[src/rtl/array_stream_unflatten.sv]
// Receive end of an array-flattening link: reassembles a row-major element stream
// into a registered ROWS x COLS array with valid/ready on both sides and length checking.
module array_stream_unflatten #(
  parameter int WIDTH = 4,
  parameter int ROWS  = 3,
  parameter int COLS  = 2
) (
  input  logic             clk,
  input  logic             rst,
  input  logic [WIDTH-1:0] in_data,
  input  logic             in_valid,
  input  logic             in_last,
  output logic             in_ready,
  output logic [WIDTH-1:0] out_data [ROWS-1:0][COLS-1:0],
  output logic             out_valid,
  input  logic             out_ready,
  output logic             err
);

  localparam int N  = ROWS * COLS;
  localparam int CW = (N > 1) ? $clog2(N) : 1;

  localparam logic [0:0] FILL = 1'b0;
  localparam logic [0:0] FULL = 1'b1;

  logic [0:0]    state_q, state_d;
  logic [CW-1:0] idx_q, idx_d;
  logic          err_q, err_d;
  logic          accept, handoff, last_slot;

  assign out_valid = (state_q == FULL);
  assign err       = err_q;
  assign in_ready  = !out_valid || out_ready;
  assign accept    = in_valid && in_ready;
  assign handoff   = out_valid && out_ready;
  assign last_slot = (idx_q == CW'(N - 1));

  // idx is always 0 while FULL, so an accept during handoff naturally lands in slot 0
  // and is then treated exactly like a FILL-state accept.
  always_comb begin
    state_d = state_q;
    idx_d   = idx_q;
    err_d   = 1'b0;
    if (handoff) state_d = FILL;
    if (accept) begin
      if (last_slot) begin
        state_d = FULL;
        idx_d   = '0;
        err_d   = !in_last;
      end else if (in_last) begin
        idx_d   = '0;
        err_d   = 1'b1;
      end else begin
        idx_d   = idx_q + 1'b1;
      end
    end
  end

  always_ff @(posedge clk or posedge rst) begin
    if (rst) begin
      state_q <= FILL;
      idx_q   <= '0;
      err_q   <= 1'b0;
    end else begin
      state_q <= state_d;
      idx_q   <= idx_d;
      err_q   <= err_d;
    end
  end

  always_ff @(posedge clk or posedge rst) begin
    if (rst) begin
      for (int unsigned r = 0; r < ROWS; r++)
        for (int unsigned c = 0; c < COLS; c++)
          out_data[r][c] <= '0;
    end else if (accept) begin
      for (int unsigned r = 0; r < ROWS; r++)
        for (int unsigned c = 0; c < COLS; c++)
          if (idx_q == CW'(r * COLS + c))
            out_data[r][c] <= in_data;
    end
  end

endmodule

[config.mk]
export PLATFORM = sky130hd
export DESIGN_NAME = array_stream_unflatten
export DESIGN_NICKNAME = d
export VERILOG_FILES = /design/src/rtl/array_stream_unflatten.sv
export SDC_FILE = /design/constraint.sdc
export NUM_CORES = 1
export LEC_CHECK = 0
export ABC_AREA = 1
export CAP_MARGIN = 5
export CORE_UTILIZATION = 51
export DETAILED_ROUTE_END_ITERATION = 8
export GPL_ROUTABILITY_DRIVEN = 0
export PLACE_DENSITY = 0.91
export SYNTH_ARGS = -nofsm -noshare
export SYNTH_HDL_FRONTEND = slang
export SYNTH_SLANG_ARGS = --single-unit
[constraint.sdc]
create_clock -name clk -period 2.15 [get_ports clk]
set_clock_uncertainty 0.2 [all_clocks]
set_input_delay 0.3225 -clock clk [delete_from_list [all_inputs] [get_ports clk]]
set_output_delay 0.3225 -clock clk [all_outputs]
set_load 0.005 [all_outputs]
==> PnR_summary.wiki, run 1 <==
{| class="wikitable"
! Metric !! Value
|-
| Run status || finished, final reports clean
|-
| Signal arrival time at the worst endpoint || between 1000 and 1500 ps
|-
| Tmin final || between 1500 and 2000 ps
|-
| Design Area, Final || about 1800 sq um
|-
| Largest cells by area after synthesis || dfrtp_1, nand2_1, nand4_1
|-
| Number of buffers created by CTS || 5
|-
| Max cap viols || 0
|-
| DRC || 0
|-
| Top-area cell type share of the netlist area || a little over half
|-
| Global routing usage summed across all routing layers || about a quarter
|-
| Post-CTS Setup Bufs || 0
|-
| Top cells by count, synth || nand2_1, dfrtp_1, nand4_1
|-
| Met1 Use GR || between 20 and 30%
|-
| Hold-fix buffers, CTS || 0
|-
| Met2 GRT Util || 40.1%
|-
| Final WL || between 2 and 3 mm
|-
| Dominant synthesized flop cell || dfrtp_1
|-
| Antenna Violating Nets Remaining || 0
|-
| Layout-stage area growth over the synthesis result || 32.6%
|-
| Maximum clock rate || 529 MHz
|-
| Headroom to the max-slew limit || around 76%
|-
| Sequential element share of the synthesized area || between 50 and 60%
|-
| Core area || about 2500 sq um
|-
| Syn. warnings || 0
|-
| # setup viols final || 0
|-
| Count of flip-flops with a built-in enable after synthesis || 0
|-
| Cell taking the most area after synthesis || dfrtp_1
|-
| Clock latency on the worst-skew pair || between 300 and 400 ps
|-
| Chip width || around 53 um
|-
| Height of the die || around 53 um
|-
| Cell at the root of the clock tree || clkbuf_4
|-
| Syn Inst Count || 150
|-
| Number of hold-slack violations in the final timing report || 0
|-
| Mean area per synthesized cell || a little under 9 sq um
|-
| Post-synthesis instance area || between 1000 and 1500 sq um
|-
| Wire length of the first global-routing pass || roughly 4.8 mm
|-
| Final net count || ~200
|-
| Min-delay worst type || input pin to async pin
|-
| Avg Vias per Cell || 5.40
|-
| # port buffers || 35
|-
| Effective utilization at floorplan || approximately 54%
|-
| Internal reg-to-reg setup slack || about 550 ps
|-
| # clock sinks || 29
|-
| Most used routing layer || met2
|-
| Post-DR wirelength/cell || between 10 and 15 um
|-
| Leftover overflow at the end of global routing || 0
|-
| Total power per unit cell area || ~1000 nW/um^2
|-
| Count of unique library cells instantiated by Yosys || 16
|-
| Maximum fanout along the worst path || 2
|-
| Post-CTS clock slew at the launch and capture registers of the worst setup and hold paths || 80 ps
|-
| Die area || about 2800 sq um
|-
| Class of the most critical setup path || input pin to primary output
|-
| Number of filler instances in the final layout || 200
|-
| Worst Max-Slew Pin Slew || approximately 360 ps
|-
| Starting DRT DRC Count || 32
|-
| Required time of the critical path || 1630 ps
|-
| Most common cell in the netlist || nand2_1
|-
| Synthesis-stage register bit count || 29
|-
| Maximum number of pins on one net before global-route repair || 33
|-
| Vias after detailed routing || 1183
|-
| H-tree depth reported by CTS || 2
|-
| First-pass detailed-route iteration total || 4
|-
| Total area of sequential cells || approximately 730 sq um
|-
| Synth Net Count || about 160
|-
| Via count of the first global-routing pass || 1128
|-
| Standard-cell rows || 18
|-
| Async S/R FF share, synth || 100%
|-
| Static leakage || 0.888 nW
|-
| Clock tree from TritonCTS || done
|-
| Buffer levels on the longest clock path || 2
|-
| Global Route met3 Usage || a little under a tenth
|-
| Fraction of final layout cells with drive strength greater than 1 || about 9%
|-
| Worst vdd ir || 761 uV
|-
| Crit share post-route || roughly 90%
|-
| CP Launch Type || input pin
|-
| Number of antenna violations at the first check in global routing || 0
|-
| Pins over their slew limit || 0
|-
| Number of gates resized after cts || 0
|-
| Area of the multi-input gates || 537 sq um
|-
| RSZ-0062 raised after global routing || no
|-
| Ports placed on the boundary || 36
|-
| Placed Instance Area || between 1500 and 2000 sq um
|-
| HPWL after detailed placement || 2.05 mm
|-
| Number of antenna repair diodes || 0
|-
| Kind of end point of the critical path || primary output
|-
| Final-layout setup total negative slack || 0 ps
|}
## routing by layer
layer | share of wire (%) | wire length (um)
met5 | 0 | 0
met4 | 2.5 | 72
met3 | 6.5 | 185
met2 | 49 | 1390
met1 | 42 | 1190
## cell families after synthesis
logic type | after synthesis | share of synthesized area [%]
AND/OR/NAND/NOR | 96 | 34.4
flip-flops | 29 | 54.4
buffers and inverters | 17 | 5.35
adder cells (fa/ha/maj) | 5 | 4.69
AO/OA/AOI/OAI | 3 | 1.13
## state kept, by name, indices dropped and copies added (netlist names)
signal     count
err            1
idx_q          3
out_data      24
out_valid      1
## critical path, stage by stage
cell and delay, ps:
clkdlybuf4s50_1 460, inv_1 40, nand2_2 50, clkdlybuf4s50_1 490
## stage by stage
stage          instances  worst slack, ps  power, mW  hold slack (ps)  utilization, %
3_5_place_dp         212              232       1.49              258            69.2
3_3_place_gp         212              272       1.46              254            69.2
5_1_grt              219              200       1.94              222            71.4
6_report             219              261       1.80              147            71.4
2_1_floorplan        150              719       1.06              201               -
4_1_cts              219              248       1.82              154            71.4
## final timing paths
| check | start | endpoint | depth (start not counted) |
|---|---|---|---|
| setup / recovery | out_ready | in_ready | 4 |
| hold / removal | rst | out_data[23] | 3 |
| setup reg to reg | idx_q[1] | out_data[5] | 7 |
| hold reg to reg | out_data[2] | out_data[2] | 2 |
| max in group asynchronous | rst | idx_q[1] | 3 |
| min in group clk | out_data[2] | out_data[2] | 2 |
## cells in the final DEF (no fill, tap or decap), drive strengths merged
master | Yosys | final
nor3 | 1 | 1
nand4 | 24 | 24
dfrtp | 29 | 29
buf | 6 | 3
nand2 | 57 | 57
clkbuf | 0 | 7
o21ai | 3 | 3
nor2 | 6 | 6
clkdlybuf4s50 | 0 | 35
nand3 | 8 | 8
ha | 5 | 5
inv | 11 | 11
## power breakdown
part           internal [mW]  switching, mW  total (mW)
combinational          0.391          0.253       0.645
clock                  0.154          0.176       0.330
sequential             0.725          0.102       0.827
## area by class of cell
cell class | count | share of cell area [%]
flip-flops and latches | 29 | 41.0
multi-input cells | 104 | 30.3
repair buffers | 38 | 21.1
clock buffers | 7 | 3.11
inverters | 11 | 2.33
well taps | 30 | 2.12
Power figures use the tool's default switching activity.
==> inputs of run 2 (changes only) <==
--- a/config.mk
+++ b/config.mk
@@ -7,10 +7,10 @@
 export LEC_CHECK = 0
 export ABC_AREA = 1
 export CAP_MARGIN = 5
-export CORE_UTILIZATION = 51
+export CORE_UTILIZATION = 42
 export DETAILED_ROUTE_END_ITERATION = 8
 export GPL_ROUTABILITY_DRIVEN = 0
-export PLACE_DENSITY = 0.91
+export PLACE_DENSITY = 0.81
 export SYNTH_ARGS = -nofsm -noshare
 export SYNTH_HDL_FRONTEND = slang
 export SYNTH_SLANG_ARGS = --single-unit
==> constraint.sdc (replaced) <==
create_clock -name clk -period 1.55 [get_ports clk]
set_clock_uncertainty 0.2 [all_clocks]
set_input_delay 0.2325 -clock clk [delete_from_list [all_inputs] [get_ports clk]]
set_output_delay 0.2325 -clock clk [all_outputs]
set_load 0.005 [all_outputs]
==> PnR_summary.wiki, run 2 (synthesized netlist as in run 1, its figures left out) <==
{| class="wikitable"
! Metric !! Value
|-
| HPWL after detailed placement || 2.45 mm
|-
| H-tree depth reported by CTS || 2
|-
| Worst Max-Slew Pin Slew || about 360 ps
|-
| Chip width || 58.4 um
|-
| First-pass detailed-route iteration total || 4
|-
| Commonest cells after routing, fill and taps aside || nand2_1, dfrtp_1, dlygate4sd2_1
|-
| Number of flip-flops under the largest register name || 24
|-
| Fraction of final layout cells with drive strength greater than 1 || roughly a quarter
|-
| # clock sinks || 29
|-
| Effective utilization at floorplan || approximately 44%
|-
| Via count of the first global-routing pass || about 1200
|-
| Reg2reg start || idx_q[0]
|-
| Signal arrival time at the worst endpoint || between 1500 and 2000 ps
|-
| Standard-cell rows || 20
|-
| Area of the multi-input gates || 569 sq um
|-
| Most used routing layer || met2
|-
| Met1 Use GR || between 20% and 30%
|-
| Worst vdd ir || approximately 700 uV
|-
| Clock latency on the worst-skew pair || 320 ps
|-
| Avg Vias per Cell || a little over 5
|-
| Post-DR wirelength/cell || around 14 um
|-
| Core Util, Final || 64.9%
|-
| Crit share post-route || between 90% and 100%
|-
| Cell with the largest stage delay on the worst path || dfrtp_2
|-
| Number of antenna repair diodes || 0
|-
| Final net count || between 200 and 250
|-
| Post-CTS clock slew at the launch and capture registers of the worst setup and hold paths || 90 ps
|-
| Class of the most critical setup path || register to register
|-
| Die area || about 3400 sq um
|-
| Maximum clock rate || 671 MHz
|-
| Placed Instance Area || about 1800 sq um
|-
| Core area || 3030 sq um
|-
| Min-delay worst type || input pin to async pin
|-
| Global routing usage summed across all routing layers || between 20% and 30%
|-
| Pins over their slew limit || 0
|-
| Capturing point of the worst reg2reg path || out_data[18]
|-
| Wire length of the first global-routing pass || about 5.5 mm
|-
| Maximum fanout along the worst path || 5
|-
| Static leakage || 1.07 nW
|-
| CP Launch Type || register
|-
| Number of antenna violations at the first check in global routing || 0
|-
| Headroom to the max-slew limit || 76.2%
|-
| Total area of sequential cells || approximately 730 sq um
|-
| Final WL || about 3.6 mm
|-
| DRC || 0
|-
| Cell-by-cell listing of the critical path || inv_2 > ha_1 > nand2_1 > inv_2 > nand3_2 > nand2_1 > nand2_1
|-
| Vias after detailed routing || roughly 1300
|-
| Required time of the critical path || about 1600 ps
|-
| Kind of end point of the critical path || register
|-
| Dominant delay contributor by cell family on the critical path || flip-flops
|-
| Leftover overflow at the end of global routing || 0
|-
| Number of buffers created by CTS || 5
|-
| Design Area, Final || slightly below 2000 sq um
|-
| Total power per unit cell area || about 1300 nW/um^2
|-
| # setup viols final || 0
|-
| R2R cell count || 7
|-
| Largest incremental delay on the critical path || 450 ps
|-
| Top flop regs || out_data (24), idx_q (3)
|-
| RSZ-0062 raised after global routing || yes
|-
| Met2 GRT Util || between 30% and 40%
|-
| # port buffers || 35
|-
| Maximum number of pins on one net before global-route repair || 32
|-
| Layout-stage area growth over the synthesis result || 47.4%
|-
| Most frequent standard cell in the layout excluding fill and tap cells || nand2_1
|-
| Number of hold-slack violations in the final timing report || 0
|-
| Max cap viols || 0
|-
| Internal reg-to-reg setup slack || approximately 61 ps
|-
| Buffers & Inverters on Critical Path || 2
|-
| Starting DRT DRC Count || 34
|-
| Number of filler instances in the final layout || around 240
|-
| Clock tree from TritonCTS || done
|-
| Run status || finished, final reports clean
|-
| Biggest register || out_data
|-
| Antenna Violating Nets Remaining || 0
|-
| Cell at the root of the clock tree || clkbuf_4
|-
| Height of the die || just under 60 um
|-
| Ports placed on the boundary || 36
|-
| Tmin final || 1490 ps
|-
| Global Route met3 Usage || slightly below 7%
|-
| Buffer levels on the longest clock path || 2
|-
| Crit path top cell by count || nand2_1
|}
[run 2: layout make-up]
cell class	count	area share, %
sequential	29	37.0
multi-input combinational	104	29.0
timing repair buffer	57	26.2
clock buffer	7	2.80
tap	44	2.80
inverter	11	2.23
[run 2: what timing repair did]
item | CTS | global route
buffers inserted | 10 | 3
hold buffers | 0 | 0
pin swaps | 0 | 1
setup endpoints to repair | 31 | 26
gates resized for setup | 32 | 18
[run 2: how the worst max path moves through the flow]
| stage | from | endpoint | slack [ps] | cells after the start |
|---|---|---|---|---|
| finish | idx_q[0] | out_data[18] | 60 | 7 |
| global route | idx_q[0] | out_data[18] | -10 | 7 |
| CTS | idx_q[0] | out_data[18] | 3 | 7 |
| detailed placement | out_ready | idx_q[0] | -180 | 8 |
| global placement | out_ready | in_ready | -180 | 4 |
| floorplan | idx_q[1] | out_data[4] | 120 | 7 |
[run 2: worst min-delay path: stages]
cell and delay, ps:
clkdlybuf4s50_1 400, inv_1 50, buf_4 330
[run 2: per-stage QoR]
stage          power, mW  instances  TNS (ps)  setup slack [ps]  hold WS [ps]
2_1_floorplan       1.47        150         0               119           111
3_3_place_gp        2.05        232     -2300              -179           256
3_5_place_dp        2.11        232     -3250              -180           259
4_1_cts             2.52        249         0              3.46          80.5
5_1_grt             2.72        252     -20.0             -11.8          85.9
6_report            2.54        252         0              60.7          75.2
[run 2: layer usage]
metal,up-vias,share of wire (%)
met5,-,0
met3,15,3.7
met4,0,3.2
li1,614,-
met1,608,40
met2,34,53
[run 2: where the power goes]
group	switching (mW)	internal [mW]	leakage, nW	total (mW)
registers	0.146	1.01	0.371	1.15
logic	0.417	0.511	0.670	0.928
clock network	0.247	0.214	0.0314	0.461
==> inputs of run 3 (changes only) <==
--- a/config.mk
+++ b/config.mk
@@ -5,12 +5,12 @@
 export SDC_FILE = /design/constraint.sdc
 export NUM_CORES = 1
 export LEC_CHECK = 0
-export ABC_AREA = 1
 export CAP_MARGIN = 5
-export CORE_UTILIZATION = 42
+export CORE_UTILIZATION = 41
 export DETAILED_ROUTE_END_ITERATION = 8
 export GPL_ROUTABILITY_DRIVEN = 0
 export PLACE_DENSITY = 0.81
+export SKIP_CTS_REPAIR_TIMING = 1
 export SYNTH_ARGS = -nofsm -noshare
 export SYNTH_HDL_FRONTEND = slang
 export SYNTH_SLANG_ARGS = --single-unit
==> PnR_summary.wiki, run 3 <==
{| class="wikitable"
! Metric !! Value
|-
| Cell at the root of the clock tree || clkbuf_4
|-
| Worst path setup slack after routing || -105 ps
|-
| Biggest register || out_data
|-
| Number of filler instances in the final layout || around 190
|-
| Cell with the largest stage delay on the worst path || dfrtp_1
|-
| Number of buffers created by CTS || 5
|-
| # clock sinks || 29
|-
| Largest cells by area after synthesis || dfrtp_1, mux2_2, ha_1
|-
| Wire length of the first global-routing pass || 4.11 mm
|-
| Maximum fanout along the worst path || 5
|-
| Clock latency on the worst-skew pair || 320 ps
|-
| H-tree depth reported by CTS || 2
|-
| Avg Vias per Cell || around 5.2
|-
| Largest incremental delay on the critical path || between 400 and 500 ps
|-
| Pins over their slew limit || 0
|-
| RSZ-0062 raised after global routing || yes
|-
| Height of the die || 55.9 um
|-
| Cell taking the most area after synthesis || dfrtp_1
|-
| Tmin final || 1650 ps
|-
| Count of flip-flops with a built-in enable after synthesis || 0
|-
| Die area || 3120 sq um
|-
| Worst vdd ir || 1250 uV
|-
| Most common cell in the netlist || dfrtp_1
|-
| First-pass detailed-route iteration total || 4
|-
| Crit share post-route || 107%
|-
| Post-route non-filler standard cell count || ~170
|-
| HPWL after detailed placement || roughly 1.8 mm
|-
| Min-delay worst type || input pin to async pin
|-
| Run status || finished with violations
|-
| Area of the multi-input gates || roughly 510 sq um
|-
| Total power per unit cell area || around 1500 nW/um^2
|-
| Headroom to the max-slew limit || around three quarters
|-
| Class of the most critical setup path || register to register
|-
| Syn Inst Count || slightly above 80
|-
| Count of unique library cells instantiated by Yosys || 15
|-
| Sequential element share of the synthesized area || 60.9%
|-
| Most frequent standard cell in the layout excluding fill and tap cells || dfrtp_1
|-
| # port buffers || 35
|-
| Vias after detailed routing || approximately 860
|-
| Signal arrival time at the worst endpoint || ~1700 ps
|-
| Layout-stage area growth over the synthesis result || 56.6%
|-
| Leftover overflow at the end of global routing || 0
|-
| CP Launch Type || register
|-
| Ports placed on the boundary || 36
|-
| Number of antenna violations at the first check in global routing || 0
|-
| Dominant synthesized flop cell || dfrtp_1
|-
| Final WL || between 2 and 3 mm
|-
| Commonest cells after routing, fill and taps aside || dfrtp_1, dlymetal6s2s_1, mux2_2
|-
| Top-area cell type share of the netlist area || 60.9%
|-
| Violated checks || setup timing
|-
| Post-DR wirelength/cell || roughly 17 um
|-
| DRC || 0
|-
| Async S/R FF share, synth || 100%
|-
| Required time of the critical path || between 1500 and 2000 ps
|-
| Number of instances in the placed design || 150
|-
| Worst Max-Slew Pin Slew || about 360 ps
|-
| Fraction of final layout cells with drive strength greater than 1 || 37.3%
|-
| Top cells by count, synth || dfrtp_1, mux2_2, ha_1, inv_1, nand3_1
|-
| Dpl ws || -373 ps
|-
| Max cap viols || 0
|-
| Top flop regs || out_data (24), idx_q (3)
|-
| Final net count || 148
|-
| Chip width || 55.9 um
|-
| Standard-cell rows || 19
|-
| Clock tree from TritonCTS || done
|-
| Number of antenna repair diodes || 0
|-
| Antenna Violating Nets Remaining || 0
|-
| PnR Total Power || approximately 2.8 mW
|-
| Internal reg-to-reg setup slack || -100 ps
|-
| Mean area per synthesized cell || 14.7 sq um
|-
| Number of flip-flops under the largest register name || 24
|-
| Buffer levels on the longest clock path || 2
|-
| Maximum clock rate || around 600 MHz
|-
| Static leakage || between 1 and 1.5 nW
|-
| Effective utilization at floorplan || a little over two fifths
|-
| Starting DRT DRC Count || 25
|-
| Core area || between 2000 and 3000 sq um
|-
| Number of hold-slack violations in the final timing report || 0
|-
| Kind of end point of the critical path || register
|-
| Via count of the first global-routing pass || roughly 900
|-
| Cell-by-cell listing of the critical path || inv_2 > ha_1 > nand4_1 > mux2_2
|-
| Total area of sequential cells || about 730 sq um
|-
| Syn. warnings || 0
|-
| Post-CTS clock slew at the launch and capture registers of the worst setup and hold paths || ~90 ps
|-
| Synthesis-stage register bit count || 29
|-
| # setup viols final || 16
|-
| Global routing usage summed across all routing layers || 18.1%
|-
| Post-synthesis instance area || about 1200 sq um
|-
| Synth Net Count || 95
|-
| Maximum number of pins on one net before global-route repair || 30
|}
## run 3: cell types whose count changed after synthesis, moves of 2 or more
cell / delta
nand2_1: -53
mux2_2: +24
nand4_1: -22
inv_1: -5
nor2_1: -5
nand3_2: -4
buf_2: -3
o21ai_0: -3
and2_1: +2
buf_1: -2
nand2_2: -2
o22ai_1: +2
## run 3: per-layer routing
metal  wire (um)  track usage (%)
met4          78             6.27
met5           0                0
met2        1410             29.4
met1        1090             21.0
met3         170             8.60
## run 3: per-stage QoR
stage	instance area (sq um)	util [%]	hold WS (ps)	TNS, ps
6_report	1870	67.6	71.4	-968
2_1_floorplan	1190	-	111	0
3_3_place_gp	1600	58.1	288	-7210
5_1_grt	1870	67.6	102	-1750
3_5_place_dp	1600	58.1	298	-8010
4_1_cts	1660	60.1	78.9	-3930
## run 3: path summary, 6_finish.rpt
path,start,endpoint,depth (start not counted)
max,idx_q[1],out_data[22],4
min,rst,out_valid,3
max reg2reg,idx_q[1],out_data[22],4
min reg2reg,out_data[7],out_data[7],1
max in group asynchronous,rst,idx_q[0],3
min in group clk,out_data[7],out_data[7],1
## run 3: area by class of cell
| type | count | share of cell area (%) |
|---|---|---|
| flip-flops and latches | 29 | 38.9 |
| repair buffers | 47 | 27.6 |
| multi-input cells | 46 | 27.4 |
| clock buffers | 7 | 2.95 |
| well taps | 31 | 2.08 |
| inverters | 5 | 1.01 |
## run 3: where the power goes
part	switching, mW	internal [mW]	leakage (nW)
clock	0.238	0.214	0.0314
combinational	0.349	0.791	0.736
sequential	0.172	1.06	0.360
## run 3: critical path, delay by kind of cell, from the launching register on
kind	cells	cell delay [ps]
adder cells (fa/ha/maj)	1	220
buffers and inverters	1	80
flip-flops	1	410
AND/OR/NAND/NOR	1	270
multiplexers	1	360
## run 3: logic make-up after synthesis
group                      after synthesis  synth area share, %
and+or+nand+nor                         13                 6.30
buffers and inverters                    6                 2.21
DFF                                     29                 60.9
adders and majority gates                5                 5.25
AOI/OAI and AO/OA                        2                 1.05
xor gates and xnor gates                 1                0.735
muxes                                   25                 23.5
